### src/rtl/epu_pkg.sv
// Shared types and widths for the EPU requantization engine.
package epu_pkg;

    typedef enum logic [1:0] {
        IDLE  = 2'd0,
        RUN   = 2'd1,
        DRAIN = 2'd2,
        DONE  = 2'd3
    } epu_state_e;

    localparam int EPU_ADDR_W = 12;
    localparam int EPU_IN_W   = 128;
    localparam int EPU_LANES  = 4;
    localparam int EPU_ACC_W  = 32;
    localparam int EPU_OUT_W  = 8;

endpackage

### src/rtl/epu_requant_lane.sv
// One requantization lane: registered 32x16 product, then combinational
// round / shift / zero-point / ReLU / clamp down to int8.
module epu_requant_lane
    import epu_pkg::*;
#(
    parameter logic signed [15:0] MULT  = 16'sd1,
    parameter int                 SHIFT = 0,
    parameter logic signed [7:0]  ZP    = 8'sd0,
    parameter bit                 RELU  = 1'b1
) (
    input  logic                 clk,
    input  logic                 rst_n,
    input  logic [EPU_ACC_W-1:0] x,
    output logic [EPU_OUT_W-1:0] y
);

    localparam int PROD_W = 48;
    // Rounding constant is zero when no shift is applied.
    localparam logic signed [PROD_W:0] RND =
        (SHIFT > 0) ? (49'sd1 <<< ((SHIFT > 0) ? SHIFT - 1 : 0)) : 49'sd0;

    logic signed [PROD_W-1:0] x_ext;
    logic signed [PROD_W-1:0] m_ext;
    logic signed [PROD_W-1:0] prod_reg;
    logic signed [PROD_W:0]   rounded;
    logic signed [PROD_W:0]   shifted;
    logic signed [PROD_W+1:0] zp_ext;
    logic signed [PROD_W+1:0] biased;
    logic signed [PROD_W+1:0] relu_val;

    assign x_ext  = {{(PROD_W-EPU_ACC_W){x[EPU_ACC_W-1]}}, x};
    assign m_ext  = {{(PROD_W-16){MULT[15]}}, MULT};
    assign zp_ext = {{(PROD_W+2-8){ZP[7]}}, ZP};

    always_ff @(posedge clk or negedge rst_n) begin
        if (!rst_n) begin
            prod_reg <= '0;
        end else begin
            prod_reg <= x_ext * m_ext;
        end
    end

    always_comb begin
        rounded  = {prod_reg[PROD_W-1], prod_reg} + RND;
        shifted  = rounded >>> SHIFT;
        biased   = {shifted[PROD_W], shifted} + zp_ext;
        relu_val = biased;
        if (RELU && (biased < zp_ext)) begin
            relu_val = zp_ext;
        end
        if (relu_val > 50'sd127) begin
            y = 8'h7F;
        end else if (relu_val < -50'sd128) begin
            y = 8'h80;
        end else begin
            y = relu_val[EPU_OUT_W-1:0];
        end
    end

endmodule

### src/rtl/epu_requant_engine.sv
// Streams int32x4 words from the input SRAM, requantizes each lane to int8
// and writes one packed word per input word to the output SRAM.
module epu_requant_engine
    import epu_pkg::*;
#(
    parameter int                 NUM_WORDS = 1024,
    parameter logic signed [15:0] MULT      = 16'sd1,
    parameter int                 SHIFT     = 0,
    parameter logic signed [7:0]  ZP        = 8'sd0,
    parameter bit                 RELU      = 1'b1
) (
    input  logic                           CLK,
    input  logic                           RSTn,
    input  logic                           start_signal_s7,
    input  logic [EPU_IN_W-1:0]            DO_s7,
    output logic [EPU_ADDR_W-1:0]          A_s7,
    input  logic                           start_signal_s8,
    output logic [EPU_ADDR_W-1:0]          A_s8,
    output logic [EPU_LANES-1:0]           WEB_s8,
    output logic [EPU_LANES*EPU_OUT_W-1:0] DI_s8,
    output logic                           end_signal
);

    generate
        if (NUM_WORDS < 1 || NUM_WORDS > (1 << EPU_ADDR_W)) begin : g_bad_num_words
            $error("epu_requant_engine: NUM_WORDS must be in 1..4096");
        end
        if (SHIFT < 0 || SHIFT > 31) begin : g_bad_shift
            $error("epu_requant_engine: SHIFT must be in 0..31");
        end
    endgenerate

    localparam logic [EPU_ADDR_W:0] LAST_PTR = (EPU_ADDR_W+1)'(NUM_WORDS);

    epu_state_e                     state;
    logic [EPU_ADDR_W:0]            rd_ptr;
    logic [EPU_ADDR_W-1:0]          wr_ptr;
    // addr_vld: A_s7 carries a live read; data_vld: DO_s7 is live; prod_vld: lane products live.
    logic                           addr_vld;
    logic                           data_vld;
    logic                           prod_vld;
    logic [EPU_LANES*EPU_OUT_W-1:0] packed_res;
    logic                           both_start;

    assign both_start = start_signal_s7 && start_signal_s8;

    genvar gi;
    generate
        for (gi = 0; gi < EPU_LANES; gi++) begin : g_lane
            epu_requant_lane #(
                .MULT  (MULT),
                .SHIFT (SHIFT),
                .ZP    (ZP),
                .RELU  (RELU)
            ) u_lane (
                .clk   (CLK),
                .rst_n (RSTn),
                .x     (DO_s7[EPU_ACC_W*gi +: EPU_ACC_W]),
                .y     (packed_res[EPU_OUT_W*gi +: EPU_OUT_W])
            );
        end
    endgenerate

    always_ff @(posedge CLK or negedge RSTn) begin
        if (!RSTn) begin
            state      <= IDLE;
            rd_ptr     <= '0;
            wr_ptr     <= '0;
            addr_vld   <= 1'b0;
            data_vld   <= 1'b0;
            prod_vld   <= 1'b0;
            A_s7       <= '0;
            A_s8       <= '0;
            WEB_s8     <= 4'hF;
            DI_s8      <= '0;
            end_signal <= 1'b0;
        end else begin
            WEB_s8 <= 4'hF;
            case (state)
                IDLE: begin
                    addr_vld <= 1'b0;
                    data_vld <= 1'b0;
                    prod_vld <= 1'b0;
                    if (both_start) begin
                        state    <= RUN;
                        A_s7     <= '0;
                        rd_ptr   <= (EPU_ADDR_W+1)'(1);
                        wr_ptr   <= '0;
                        addr_vld <= 1'b1;
                    end
                end
                RUN, DRAIN: begin
                    if (!both_start) begin
                        // Abort: drop everything in flight; completed writes stay.
                        state    <= IDLE;
                        addr_vld <= 1'b0;
                        data_vld <= 1'b0;
                        prod_vld <= 1'b0;
                    end else begin
                        data_vld <= addr_vld;
                        prod_vld <= data_vld;
                        if (prod_vld) begin
                            WEB_s8 <= 4'h0;
                            A_s8   <= wr_ptr;
                            DI_s8  <= packed_res;
                            wr_ptr <= wr_ptr + 12'd1;
                        end
                        if (state == RUN) begin
                            if (rd_ptr == LAST_PTR) begin
                                state    <= DRAIN;
                                addr_vld <= 1'b0;
                            end else begin
                                A_s7     <= rd_ptr[EPU_ADDR_W-1:0];
                                rd_ptr   <= rd_ptr + 13'd1;
                                addr_vld <= 1'b1;
                            end
                        end else if (!addr_vld && !data_vld && !prod_vld) begin
                            state      <= DONE;
                            end_signal <= 1'b1;
                        end
                    end
                end
                DONE: begin
                    if (!start_signal_s7 && !start_signal_s8) begin
                        state      <= IDLE;
                        end_signal <= 1'b0;
                    end
                end
                default: state <= IDLE;
            endcase
        end
    end

endmodule

### config.mk
export PLATFORM = sky130hd
export DESIGN_NAME = epu_requant_engine
export DESIGN_NICKNAME = d
export VERILOG_FILES = /design/src/rtl/epu_pkg.sv /design/src/rtl/epu_requant_lane.sv /design/src/rtl/epu_requant_engine.sv
export SDC_FILE = /design/constraint.sdc
export NUM_CORES = 1
export LEC_CHECK = 0
export CAP_MARGIN = 5
export CORE_ASPECT_RATIO = 0.7
export CORE_MARGIN = 2
export CORE_UTILIZATION = 50
export DETAILED_ROUTE_END_ITERATION = 8
export PLACE_DENSITY_LB_ADDON = 0.25
export SLEW_MARGIN = 20
export SYNTH_ARGS = -nofsm -noshare
export SYNTH_HDL_FRONTEND = slang
export SYNTH_SLANG_ARGS = --single-unit
### constraint.sdc
create_clock -name CLK -period 5.9 [get_ports CLK]
set_input_delay 1.475 -clock CLK [delete_from_list [all_inputs] [get_ports CLK]]
set_output_delay 1.475 -clock CLK [all_outputs]
set_load 0.01 [all_outputs]
; Word level (Yosys, flattened, before mapping)
; Index checks and enable logic that the tools add are counted.
[classes]
n_eq_ne = 15
add_sub_neg = 2
magnitude_cmp = 12
mux = 49
reduce_logical = 19
[op_table]
columns = operator, n
row1 = $gt 50x8->1 const B, 4
row2 = $lt 50x8->1 const B, 4
row3 = $mux 50, 4
row4 = $lt 32x1->1 const B, 4
row5 = $mux 12, 6
row6 = $mux 8, 8
row7 = $mux 13, 4
row8 = $pmux 12 s2, 2
row9 = $pmux 13 s2, 1
row10 = $ne 2x2->1 const B, 8
row11 = $add 13x1->13 const B, 1
row12 = $eq 13x11->1 const B, 1
row13 = $add 12x1->12 const B, 1
row14 = $mux 2, 6
row15 = $mux 4, 3
row16 = $mux 1, 10
row17 = $reduce_and 5->1, 2
row18 = $ne 4x4->1 const B, 2
row19 = $pmux 1 s2, 4
row20 = $reduce_and 4->1, 2
row21 = $pmux 2 s3, 1
row22 = $logic_not 1->1, 5
row23 = $eq 2x2->1 const B, 2
row24 = $logic_and 1x1->1, 4
row25 = other kinds (7), 8
[word_totals]
in_bits = 132
output_inout_bits = 61
ff_bits = 219
word_cells = 112

; Logic depth before layout (Yosys ltp)
[depth]
word_depth = 7
depth_mapped = 8
mapped_depth_nobuf = 6

; Modules after synthesis
; From an unflattened synthesis, not the netlist that was laid out.
[hier_totals]
hier_cells = 679
area_unflattened_um2 = 7871.3
[modules_own_cells]
columns = module, seq_area_each_um2, area_per_inst_um2, n_inst, cells_per_inst
row1 = epu_requant_engine, 2203.4, 4097.7, 1, 447
row2 = epu_requant_lane, 800.8, 943.4, 4, 58

; Worst setup path after synthesis
; No wires, ideal clock.
[synth_path]
path_type = input to register
from = input start_signal_s7
to = register wr_ptr[11]
path_stages = 5
setup_ns = 0.078
n_path_buf = 1
arrival_ns = 2.539
setup_slack_ns = 3.282
required_ns = 5.822
path_cell_list = and2_1 -> buf_2 -> nand4_1 -> or4_1 -> a21oi_1
[synth_between]
elab_chain_len = 3
word_cells_on_any_way = 4
cone_classes = eq/ne: 2 / reduce/logical: 2
[synth_rtl]
columns = element, line_no
row1 = start: declaration, epu_requant_engine.sv:14  ; input logic start_signal_s7,
row2 = $logic_and 1x1->1 (*), epu_requant_engine.sv:45  ; assign both_start = start_signal_s7 && start_signal_s8;
row3 = $ne 2x2->1 (no line), --
row4 = $reduce_and 4->1 (no line) (*), --
row5 = end signal: assignment, epu_requant_engine.sv:106  ; wr_ptr <= wr_ptr + 12'd1;
row6 = end: declaration, epu_requant_engine.sv:37  ; logic [EPU_ADDR_W-1:0] wr_ptr;
; Mark *: on every way between the ends. The rest lies on a longest branch, timed or not.
; A chain may end at the register's enable or synchronous reset.

; Worst setup path after layout
[layout_path]
from = input start_signal_s7
to = register rd_ptr[0]
[layout_between]
elab_chain_len = 3
word_cells_on_any_way = 4
cone_classes = eq/ne: 2 / reduce/logical: 2
[layout_rtl]
columns = element, line_no
row1 = $logic_and 1x1->1 (*), epu_requant_engine.sv:45
row2 = $ne 2x2->1 (no line), --
row3 = $reduce_and 5->1 (no line) (*), --
row4 = end signal: assignment, epu_requant_engine.sv:87  ; rd_ptr <= (EPU_ADDR_W+1)'(1);
row5 = end signal: assignment, epu_requant_engine.sv:114  ; rd_ptr <= rd_ptr + 13'd1;
row6 = end: declaration, epu_requant_engine.sv:36  ; logic [EPU_ADDR_W:0] rd_ptr;
; Marks and branches as above.

==> flow_summary.json <==
{
  "cts.clk_slew.worst_paths_ns": 0.06,
  "area_delta_synth_final_pct": 35.1,
  "ys_seq_elements": 216,
  "htreeDepth": 1,
  "insertion_delay_ns": 0.49,
  "ys_seq_area_share_pct": 70.7,
  "synth-async-reset-ratio_pct": 100,
  "ys.flop_type": "dfrtp_1",
  "syn_nets": 728,
  "cts_tree": "yes",
  "post-cts-setup-buffers": 0,
  "drv_slew": 0,
  "grt_max_degree": 131,
  "layout_commonest_cell": "dfrtp_1",
  "worstPathRequired_ns": 6.27,
  "die_h_um": 107,
  "p_clk_share_pct": 34.5,
  "p_leak_nw": 4.33,
  "worstMarginPinSlew_ns": 1.06,
  "cp-end-kind": "flop",
  "p_int_mw": 2.66,
  "peakVddDrop_mv": 0.228,
  "crit_end": "rd_ptr[0]$_DFFE_PN0P_",
  "netlist_instances": 588,
  "ctsResizeCount": 0,
  "clkSinkCount": 216,
  "regToRegSetupSlack_ns": 2.81,
  "cts_buffer_depth": 3,
  "diodes": 0,
  "die-width_um": 152,
  "cp_max_fo": 34,
  "hold_start": "A_s8[3]$_DFFE_PN0P_",
  "seq_power_share_pct": 47.7,
  "first_pass_iters": 5,
  "ctsHoldBuffers": 0,
  "netlist_area_um2": 7640,
  "hold_ws_ns": 0.479,
  "first_global_vias": 5293,
  "power.density_nw_per_um2": 352,
  "critPathKind": "primary input to flop",
  "largest_reg_flops": 128,
  "io_pins": 193,
  "fp.coreArea_um2": 14800,
  "critPathArrivalTime_ns": 4.01,
  "numCtsBuffers": 21,
  "wl_per_cell_um": 16.6,
  "dieArea_um2": 16300,
  "cap_violations": 0,
  "r2r_end": "DI_s8[21]$_DFFE_PN0P_",
  "fin_worst_skew_ns": 0.00968,
  "period_minus_slack_ns": 3.64,
  "hold_viol_final": 0,
  "via_count": 5265,
  "startpoint_type": "primary input",
  "vias_per_cell": 5.37,
  "setup_violations": 0,
  "final_antenna_net_count": 0,
  "grt_use_total_pct": 20.8,
  "pwr-share-comb_pct": 17.9,
  "fmax_ghz": 0.274,
  "swShare_pct": 26.8,
  "rsz0062_at_grt": "no",
  "r2r-start": "state[1]$_DFFE_PN0P_",
  "final_nets": 911,
  "power_switching_uw": 974,
  "final_cell_mix": "215 x dfrtp_1, 191 x clkdlybuf4s50_1, 63 x nand2_1, 38 x o21ai_0, 33 x nor3_1",
  "ys_types": 45,
  "wl_mm": 16.3,
  "start_util_pct": 51.6,
  "drc": 0,
  "nFillCells": 1031,
  "avgSynthCellArea_um2": 13.0,
  "hpwl_mm": 11.7,
  "hp-class": "flop to flop",
  "max_slew_margin_pct": 29.6,
  "grt_overflow": 0,
  "port_buffers": 192,
  "core.rowCount": 37,
  "antenna_found_initial": 0,
  "period_share_pct": 61.8,
  "root_buffer": "clkbuf_16",
  "status": "complete, no violations",
  "drt_iter0_markers": 401,
  "fin_setup_tns_ns": 0,
  "yosys_warnings": 0,
  "routabilityCongestion": 0.810,
  "startpoint": "start_signal_s7",
  "reg2regPathDepth": 7,
  "synth_edf_count": 0,
  "grt_pass1_wl_mm": 26.6,
  "drive_above_1_share_pct": 5.98
}
## synthesized netlist by cell type, types with 5 or more instances
library cell / instances / area share (%)
nor3_1: 33 / 2.2
o31ai_1: 13 / 1.3
and2_1: 10 / 0.82
a21oi_1: 18 / 1.2
clkbuf_1: 23 / 1.1
dfrtp_1: 215 / 70
nand4_1: 8 / 0.65
nor4_1: 17 / 1.4
mux2_2: 12 / 1.8
ha_1: 8 / 1.3
a22o_1: 28 / 3.2
nand3_1: 7 / 0.46
and4_1: 8 / 0.92
inv_1: 10 / 0.49
or4_1: 19 / 1.9
nor2_1: 9 / 0.44
and3_1: 5 / 0.41
o21ai_0: 38 / 2.5
nand2_1: 64 / 3.1
## power by group through the flow
stage               combinational [mW]  sequential, mW  clock, mW
floorplan                        0.322            1.76          0
global placement                 0.625            1.75          0
detailed placement               0.650            1.76          0
CTS                              0.653            1.73       1.29
global route                     0.722            1.76       1.36
finish                           0.651            1.73       1.25
## how the worst min path moves through the flow
stage                                 end  slack, ns  cells past startpoint
global route        DI_s8[23]$_DFFE_PN0P_       0.51                      1
global placement      A_s8[3]$_DFFE_PN0P_       0.46                      2
finish                A_s8[3]$_DFFE_PN0P_       0.48                      2
detailed placement    A_s8[3]$_DFFE_PN0P_       0.48                      2
CTS                   A_s8[3]$_DFFE_PN0P_       0.49                      2
floorplan            data_vld$_DFFE_PN0P_       0.47                      2
## kinds of logic after synthesis
| family | synth area share (%) |
|---|---|
| AO/OA/AOI/OAI | 9.33 |
| XOR/XNOR | 0.344 |
| adder cells (fa/ha/maj) | 1.31 |
| buffers and inverters | 2.59 |
| flip-flops | 70.7 |
| multiplexers | 2.03 |
| AND/OR/NAND/NOR | 13.7 |
## metrics by stage
step                utilization, %  instance area [um^2]  std cells  worst slack, ns  total power [mW]
finish                        69.7                 10300        981             2.26              3.64
global placement              65.4                  9680        943             1.93              2.37
floorplan                        -                  7640        588             3.28              2.08
CTS                           69.7                 10300        981             2.28              3.67
detailed placement            65.4                  9680        943             1.77              2.41
global route                  69.7                 10300        981             2.12              3.84
## area by class of cell
type                       instances  area (um^2)  area share (%)
sequential                       216         5410            52.4
multi-input combinational        328         2040            19.8
timing repair buffer             194         1950            18.9
clock buffer                      33          581            5.62
tap                              195          244            2.36
clock inverter                     5         62.6           0.606
inverter                          10         37.5           0.364
## worst max-delay path: stages
cell             delay, ns
clkdlybuf4s50_1       0.57
and2_1                0.37
nand2b_1              0.63
or2_2                 0.65
mux2_2                0.31
## routing by layer
layer	track usage, %	vias up	routed length (um)
met5	0	-	0
met1	29.1	2560	6910
met3	6.82	27	1480
met2	31.8	210	7510
li1	-	2468	-
met4	5.49	0	393
No activity file was read; power rests on OpenSTA's default activity.
